### src/rtl/sr_cmd_sequencer.sv
// Command sequencer for an SR latch: turns set/clear requests into non-overlapping s/r/en pulses,
// waits for the latch to settle, then checks the q/qbar feedback and reports done or fault.
module sr_cmd_sequencer #(
  parameter int PULSE_CYCLES  = 2,
  parameter int SETTLE_CYCLES = 3,
  parameter int FCNT_W        = 8
) (
  input  logic              clk,
  input  logic              rst_n,
  input  logic              set_req,
  input  logic              clr_req,
  output logic              req_ready,
  input  logic              q_fb,
  input  logic              qbar_fb,
  output logic              s,
  output logic              r,
  output logic              en,
  output logic              done,
  output logic              fault,
  output logic              conflict,
  output logic [FCNT_W-1:0] fault_count
);

  localparam logic [1:0] ST_IDLE   = 2'd0;
  localparam logic [1:0] ST_DRIVE  = 2'd1;
  localparam logic [1:0] ST_SETTLE = 2'd2;
  localparam logic [1:0] ST_CHECK  = 2'd3;

  localparam logic [7:0]        PULSE_LOAD  = 8'(PULSE_CYCLES - 1);
  localparam logic [7:0]        SETTLE_LOAD = 8'(SETTLE_CYCLES - 1);
  localparam logic [FCNT_W-1:0] FCNT_MAX    = {FCNT_W{1'b1}};
  localparam logic [FCNT_W-1:0] FCNT_ONE    = FCNT_W'(1'b1);

  logic [1:0]        state_q, state_d;
  logic [7:0]        cnt_q, cnt_d;
  logic              target_q, target_d;
  logic              ready_q, ready_d;
  logic              s_q, s_d, r_q, r_d, en_q, en_d;
  logic              done_q, done_d, fault_q, fault_d, conflict_q, conflict_d;
  logic [FCNT_W-1:0] fcnt_q, fcnt_d;

  // Next-state, counter, target and pulse logic for the command FSM.
  always_comb begin
    state_d    = state_q;
    cnt_d      = cnt_q;
    target_d   = target_q;
    done_d     = 1'b0;
    fault_d    = 1'b0;
    conflict_d = 1'b0;
    fcnt_d     = fcnt_q;
    case (state_q)
      ST_IDLE: begin
        if (ready_q && (set_req ^ clr_req)) begin
          target_d = set_req;
          cnt_d    = PULSE_LOAD;
          state_d  = ST_DRIVE;
        end else if (ready_q && set_req && clr_req) begin
          conflict_d = 1'b1;
        end else begin
          state_d = ST_IDLE;
        end
      end
      ST_DRIVE: begin
        if (cnt_q == 8'd0) begin
          cnt_d   = SETTLE_LOAD;
          state_d = ST_SETTLE;
        end else begin
          cnt_d = cnt_q - 8'd1;
        end
      end
      ST_SETTLE: begin
        if (cnt_q == 8'd0) begin
          state_d = ST_CHECK;
        end else begin
          cnt_d = cnt_q - 8'd1;
        end
      end
      ST_CHECK: begin
        state_d = ST_IDLE;
        if ((q_fb == target_q) && (qbar_fb == ~target_q)) begin
          done_d = 1'b1;
        end else begin
          fault_d = 1'b1;
          // Saturate rather than wrap so a long-running fault history stays visible.
          if (fcnt_q != FCNT_MAX) begin
            fcnt_d = fcnt_q + FCNT_ONE;
          end else begin
            fcnt_d = fcnt_q;
          end
        end
      end
      default: begin
        state_d = ST_IDLE;
        cnt_d   = 8'd0;
      end
    endcase
    // Drive outputs derive from the next state so s and r can never overlap, even across transitions.
    ready_d = (state_d == ST_IDLE);
    en_d    = (state_d == ST_DRIVE);
    s_d     = en_d & target_d;
    r_d     = en_d & ~target_d;
  end

  // State and registered outputs; everything clears asynchronously on reset.
  always_ff @(posedge clk or negedge rst_n) begin
    if (!rst_n) begin
      state_q    <= ST_IDLE;
      cnt_q      <= 8'd0;
      target_q   <= 1'b0;
      ready_q    <= 1'b0;
      s_q        <= 1'b0;
      r_q        <= 1'b0;
      en_q       <= 1'b0;
      done_q     <= 1'b0;
      fault_q    <= 1'b0;
      conflict_q <= 1'b0;
      fcnt_q     <= {FCNT_W{1'b0}};
    end else begin
      state_q    <= state_d;
      cnt_q      <= cnt_d;
      target_q   <= target_d;
      ready_q    <= ready_d;
      s_q        <= s_d;
      r_q        <= r_d;
      en_q       <= en_d;
      done_q     <= done_d;
      fault_q    <= fault_d;
      conflict_q <= conflict_d;
      fcnt_q     <= fcnt_d;
    end
  end

  assign req_ready   = ready_q;
  assign s           = s_q;
  assign r           = r_q;
  assign en          = en_q;
  assign done        = done_q;
  assign fault       = fault_q;
  assign conflict    = conflict_q;
  assign fault_count = fcnt_q;

endmodule

### config.mk
export PLATFORM = sky130hd
export DESIGN_NAME = sr_cmd_sequencer
export DESIGN_NICKNAME = d
export VERILOG_FILES = /design/src/rtl/sr_cmd_sequencer.sv
export SDC_FILE = /design/constraint.sdc
export NUM_CORES = 1
export LEC_CHECK = 0
export ABC_CLOCK_PERIOD_IN_PS = 2700
export CAP_MARGIN = 10
export CORE_ASPECT_RATIO = 1.4
export CORE_MARGIN = 5
export CORE_UTILIZATION = 55
export CTS_BUF_LIST = sky130_fd_sc_hd__clkbuf_8
export DETAILED_ROUTE_END_ITERATION = 10
export HOLD_SLACK_MARGIN = 0.03
export PLACE_DENSITY_LB_ADDON = 0.2
export SKIP_CTS_REPAIR_TIMING = 1
export SYNTH_ARGS = -nofsm -noshare
export SYNTH_HDL_FRONTEND = slang
export SYNTH_SLANG_ARGS = --single-unit
### constraint.sdc
create_clock -name clk -period 2.7 [get_ports clk]
set_clock_uncertainty 0.2 [all_clocks]
set_input_delay 0.54 -clock clk [delete_from_list [all_inputs] [get_ports clk]]
set_output_delay 0.54 -clock clk [all_outputs]
set_load 0.005 [all_outputs]
# Word-level counts from Yosys, hierarchy flattened
# Cells that the tools add are included.
[totals]
register_bits = 26
inputBits = 6
elab_cells = 56
[classes]
add_sub_neg = 2
n_eq_ne = 9
n_mux = 18
n_bitwise = 6
n_reduce_logical = 10
[ops]
columns = ["cell", "count"]
rows = [
  ["two-way mux 8 bit", 3],
  ["one-hot mux 8 bit (3 select lines)", 1],
  ["two-way mux 1 bit", 9],
  ["adder 8 x 1 -> 8 bit (second input constant)", 1],
  ["logical NOT 8 bit", 1],
  ["two-way mux 2 bit", 4],
  ["!= test 8 bit (second input constant)", 1],
  ["one-hot mux 2 bit (4 select lines)", 1],
  ["subtractor 8 x 1 -> 8 bit (second input constant)", 1],
  ["AND reduction 3 bit", 2],
  ["== test 2 x 1 -> 1 bit (second input constant)", 2],
  ["== test 2 bit (second input constant)", 2],
  ["logical AND 1 bit", 4],
  ["logical NOT 2 bit", 2],
  ["!= test 2 bit (second input constant)", 2],
  ["NOT 1 bit", 3],
  ["nonzero test 3 bit", 1],
  ["AND 1 bit", 2],
  ["== test 1 bit", 2],
  ["XOR 1 bit", 1],
]

# Longest topological paths before layout
[logic_depth]
word_depth = 7
ltp_mapped = 7
mapped_depth_nobuf = 7

# Worst setup path before layout
# No wires, ideal clock.
[synth_timing]
path_kind = "register to register"
from = "register state_q[0]"
to = "register cnt_q[1]"
t_arrival_ns = 1.632
required_time_ns = 2.375
setup_slack_ns = 0.743
path_stages_with_launch = 7
n_path_buf = 0
path_cell_list = "dfrtp_1 -> inv_1 -> ha_1 -> and2_1 -> a21oi_2 -> a31oi_1 -> mux2_2"
[synth_via]
elab_chain_len = 3
word_cells_on_any_way = 8
classes_between = "4 x eq/ne; 1 x mux; 3 x reduce/logical"
[synth_rtl]
columns = ["item", "line_no", "text"]
rows = [
  ["start, declared", "34", "logic [1:0] state_q, state_d;"],
  ["start signal, assigned", "119", "state_q <= state_d;"],
  ["== test 2 bit, or another cell as far along", "51", "case (state_q)"],
  ["!= test 2 bit (no line) / nonzero test 3 bit (equally long branches)", "n/a", ""],
  ["AND reduction 3 bit (no line)", "n/a", ""],
  ["end signal, assigned", "120", "cnt_q <= cnt_d;"],
  ["end, declared", "35", "logic [7:0] cnt_q, cnt_d;"],
]
# Parallel ways exist; a longest one is shown, timed or not.
# A chain may end at the register's enable or synchronous reset.

# Final worst setup path
# Same ends and word-level chain as after synthesis.

==> out/qor.yml <==
cts:
  cts_tree: "built"
  max-clock-path-buffers: 2
  clk_latency_ps: 260
  ctsHtreeMaxLevel: 1
  clk_pin_slew_ps: 80
  cts-root-buf: "clkbuf_8"
  cts.sinks: 26
  numCtsBuffers: 3
layout:
  syn2layout_area_growth_pct: 19.6
  fillerInstances: 230
  nNetsFinal: 180
  multiInputGateArea_sq_um: 790
  drive_gt1_share_pct: 10.3
  finish.utilization_pct: 68.0
  n_antenna_cell: 0
  regArea_sq_um: 651
global_route:
  antenna_found_initial: 0
  grt_max_degree: 27
  grt_pass1_vias: 1196
  gr-total-overflow: 0
  grt_pass1_wl_um: 5320
  grtUsageTotal_pct: 18.4
yosys:
  synth-xor-area-share_pct: 4.08
  synth_edf_count: 0
  syn_inst: 142
  ys_seq_area_share_pct: 44.2
  synth_compound_area_share_pct: 20.7
  yosys.area_share.adder_pct: 5.95
  yosysWarningCount: 0
  synth_cell_types: 46
  ys.flop_type: "dfrtp_1"
  syn_nets: 155
  synth_area_sq_mm: 0.00147
  async_reset_ff_share_pct: 100
  synth.area.mux_share_pct: 3.06
  synth_seq_cells: 26
  synth_area_per_cell_sq_um: 10.4
  synth-simple-area-share_pct: 19.8
  synth_top_family_by_area: "compound AO/OA/AOI/OAI gates"
worst_setup_path:
  critPathLaunchType: "flop"
  crit_type: "reg2reg"
  crit_path_end_kind: "flop"
  critPathMaxFanout: 9
  r2r_cells: 6
  worst-endpoint-required_ps: 2660
  arrival_ps: 2170
  regToRegSetupSlack_ps: 490
floorplanning:
  initial_core_util_pct: 56.9
  die_w_um: 53.7
  pin_count: 21
  die_h_um: 71.2
  die-area_sq_mm: 0.00382
  num_rows: 22
  core_sq_mm: 0.00259
routing:
  drt_iter0_markers: 32
  wl_per_cell_um: 15.5
  drc: 0
  viasPerCell: 5.86
  ant_nets: 0
  drt-total-wl_um: 3110
  via_count: 1177
  first_pass_iters: 4
run_status:
  outcome: "completed"
timing:
  final_hold_viol_count: 0
  setup_viol: 0
  min_period_ps: 2210
  finalSetupTns_ps: 0
  slew_viol_final: 0
  max_slew_margin_pct: 61.4
  tightestPinTransition_ps: 565
  rsz0062_at_grt: "no"
  max_freq_ghz: 0.452
  period_share_pct: 82.0
min_path:
  hold_class: "reg2reg"
  min_path_cells: 1
placement:
  finalWeightedCongestion: 0.862
  io_buffers: 20
  hpwl_um: 2380
run:
  cap_violations: 0
power:
  power_density_mw_per_mm2: 952
  total_leakage_power_nw: 0.749
  vdd.ir_drop.worst_uv: 634
Yosys cell counts (2+ instances only):
| cell type | instances | area (sq um) |
|---|---|---|
| a2111oi_0 | 2 | 17.5 |
| a211oi_1 | 6 | 45.0 |
| a21boi_0 | 2 | 15.0 |
| a21oi_1 | 4 | 20.0 |
| a31oi_1 | 2 | 12.5 |
| and2_1 | 2 | 12.5 |
| and3b_1 | 2 | 17.5 |
| dfrtp_1 | 26 | 651 |
| ha_1 | 7 | 87.6 |
| inv_1 | 7 | 26.3 |
| mux2_2 | 2 | 22.5 |
| nand2_1 | 10 | 37.5 |
| nand2b_1 | 2 | 12.5 |
| nand3_1 | 9 | 45.0 |
| nand4_1 | 3 | 18.8 |
| nor2_1 | 5 | 18.8 |
| nor2b_1 | 2 | 12.5 |
| nor3_1 | 4 | 20.0 |
| o21a_1 | 2 | 15.0 |
| o21ai_0 | 13 | 65.1 |
| xor2_1 | 5 | 43.8 |
state kept, by name, indices dropped and copies added (netlist names):
register     count
req_ready        1
done             1
en               1
r                1
conflict         1
s                1
target_q         1
fault_count      8
cnt_q            8
fault            1
state_q          2
worst max-delay path, cell delays in order, from the launching register on:
cell	delay, ps
dfrtp_1	430
inv_1	150
ha_1	370
and2_1	280
a21oi_2	150
a31oi_1	180
mux2_2	350
where the power goes:
group          switching (W)  internal [W]  total [W]
clock network       0.000110     0.0000997   0.000209
registers           0.000123      0.000493   0.000616
logic               0.000462      0.000389   0.000851
stage by stage:
stage,power (W),area [sq um],setup WS [ps],instances,hold WS (ps)
2_1_floorplan,0.00119,1470,743,142,44.4
3_3_place_gp,0.00143,1720,368,198,286
3_5_place_dp,0.00146,1720,297,198,296
4_1_cts,0.00169,1760,488,201,308
5_1_grt,0.00181,1760,373,201,336
6_report,0.00168,1760,486,201,304
cells by family (layout without fill, tap and decap cells):
logic type                 count (synthesis)  count (layout)
and+or+nand+nor                           49              49
buffers and inverters                      8              31
AOI/OAI and AO/OA                         43              43
DFF                                       26              26
adders and majority gates                  7               7
muxes                                      3               3
xor gates and xnor gates                   6               6
final cells by class:
class                      instances  share of cell area (%)
inverter                           7                    1.49
tap                               36                    2.56
timing repair buffer              21                    11.8
sequential                        26                    37.0
clock buffer                       3                    2.35
multi-input combinational        108                    44.8
worst paths after layout:
kind                                start             end
max                            state_q[0]        cnt_q[1]
min                        fault_count[5]  fault_count[5]
max reg2reg                    state_q[0]        cnt_q[1]
min reg2reg                fault_count[5]  fault_count[5]
max in group asynchronous           rst_n  fault_count[0]
min in group asynchronous           rst_n              en
cell usage in the layout (no fill, tap or decap), types with 2 or more instances in the layout:
cell | Yosys | routed
dfrtp_1 | 26 | 26
clkdlybuf4s50_1 | 0 | 20
o21ai_0 | 13 | 13
nand2_1 | 10 | 10
nand3_1 | 9 | 9
inv_1 | 7 | 7
ha_1 | 7 | 7
a211oi_1 | 6 | 6
nor2_1 | 5 | 5
xor2_1 | 5 | 5
nor3_1 | 4 | 4
a21oi_1 | 4 | 4
nand4_1 | 3 | 3
clkbuf_8 | 0 | 3
nor2b_1 | 2 | 2
and2_1 | 2 | 2
and3b_1 | 2 | 2
a21boi_0 | 2 | 2
o21a_1 | 2 | 2
nand2b_1 | 2 | 2
a2111oi_0 | 2 | 2
a31oi_1 | 2 | 2
mux2_2 | 2 | 2
routing by layer:
metal | vias up | global-route usage (%) | wire length [um]
met2 | 22 | 31.8 | 1680
met4 | 0 | 7.39 | 25
met3 | 4 | 2.74 | 122
li1 | 574 | - | -
met1 | 577 | 22.0 | 1290
met5 | - | 0 | 0
(Power assumes the default switching activity.)
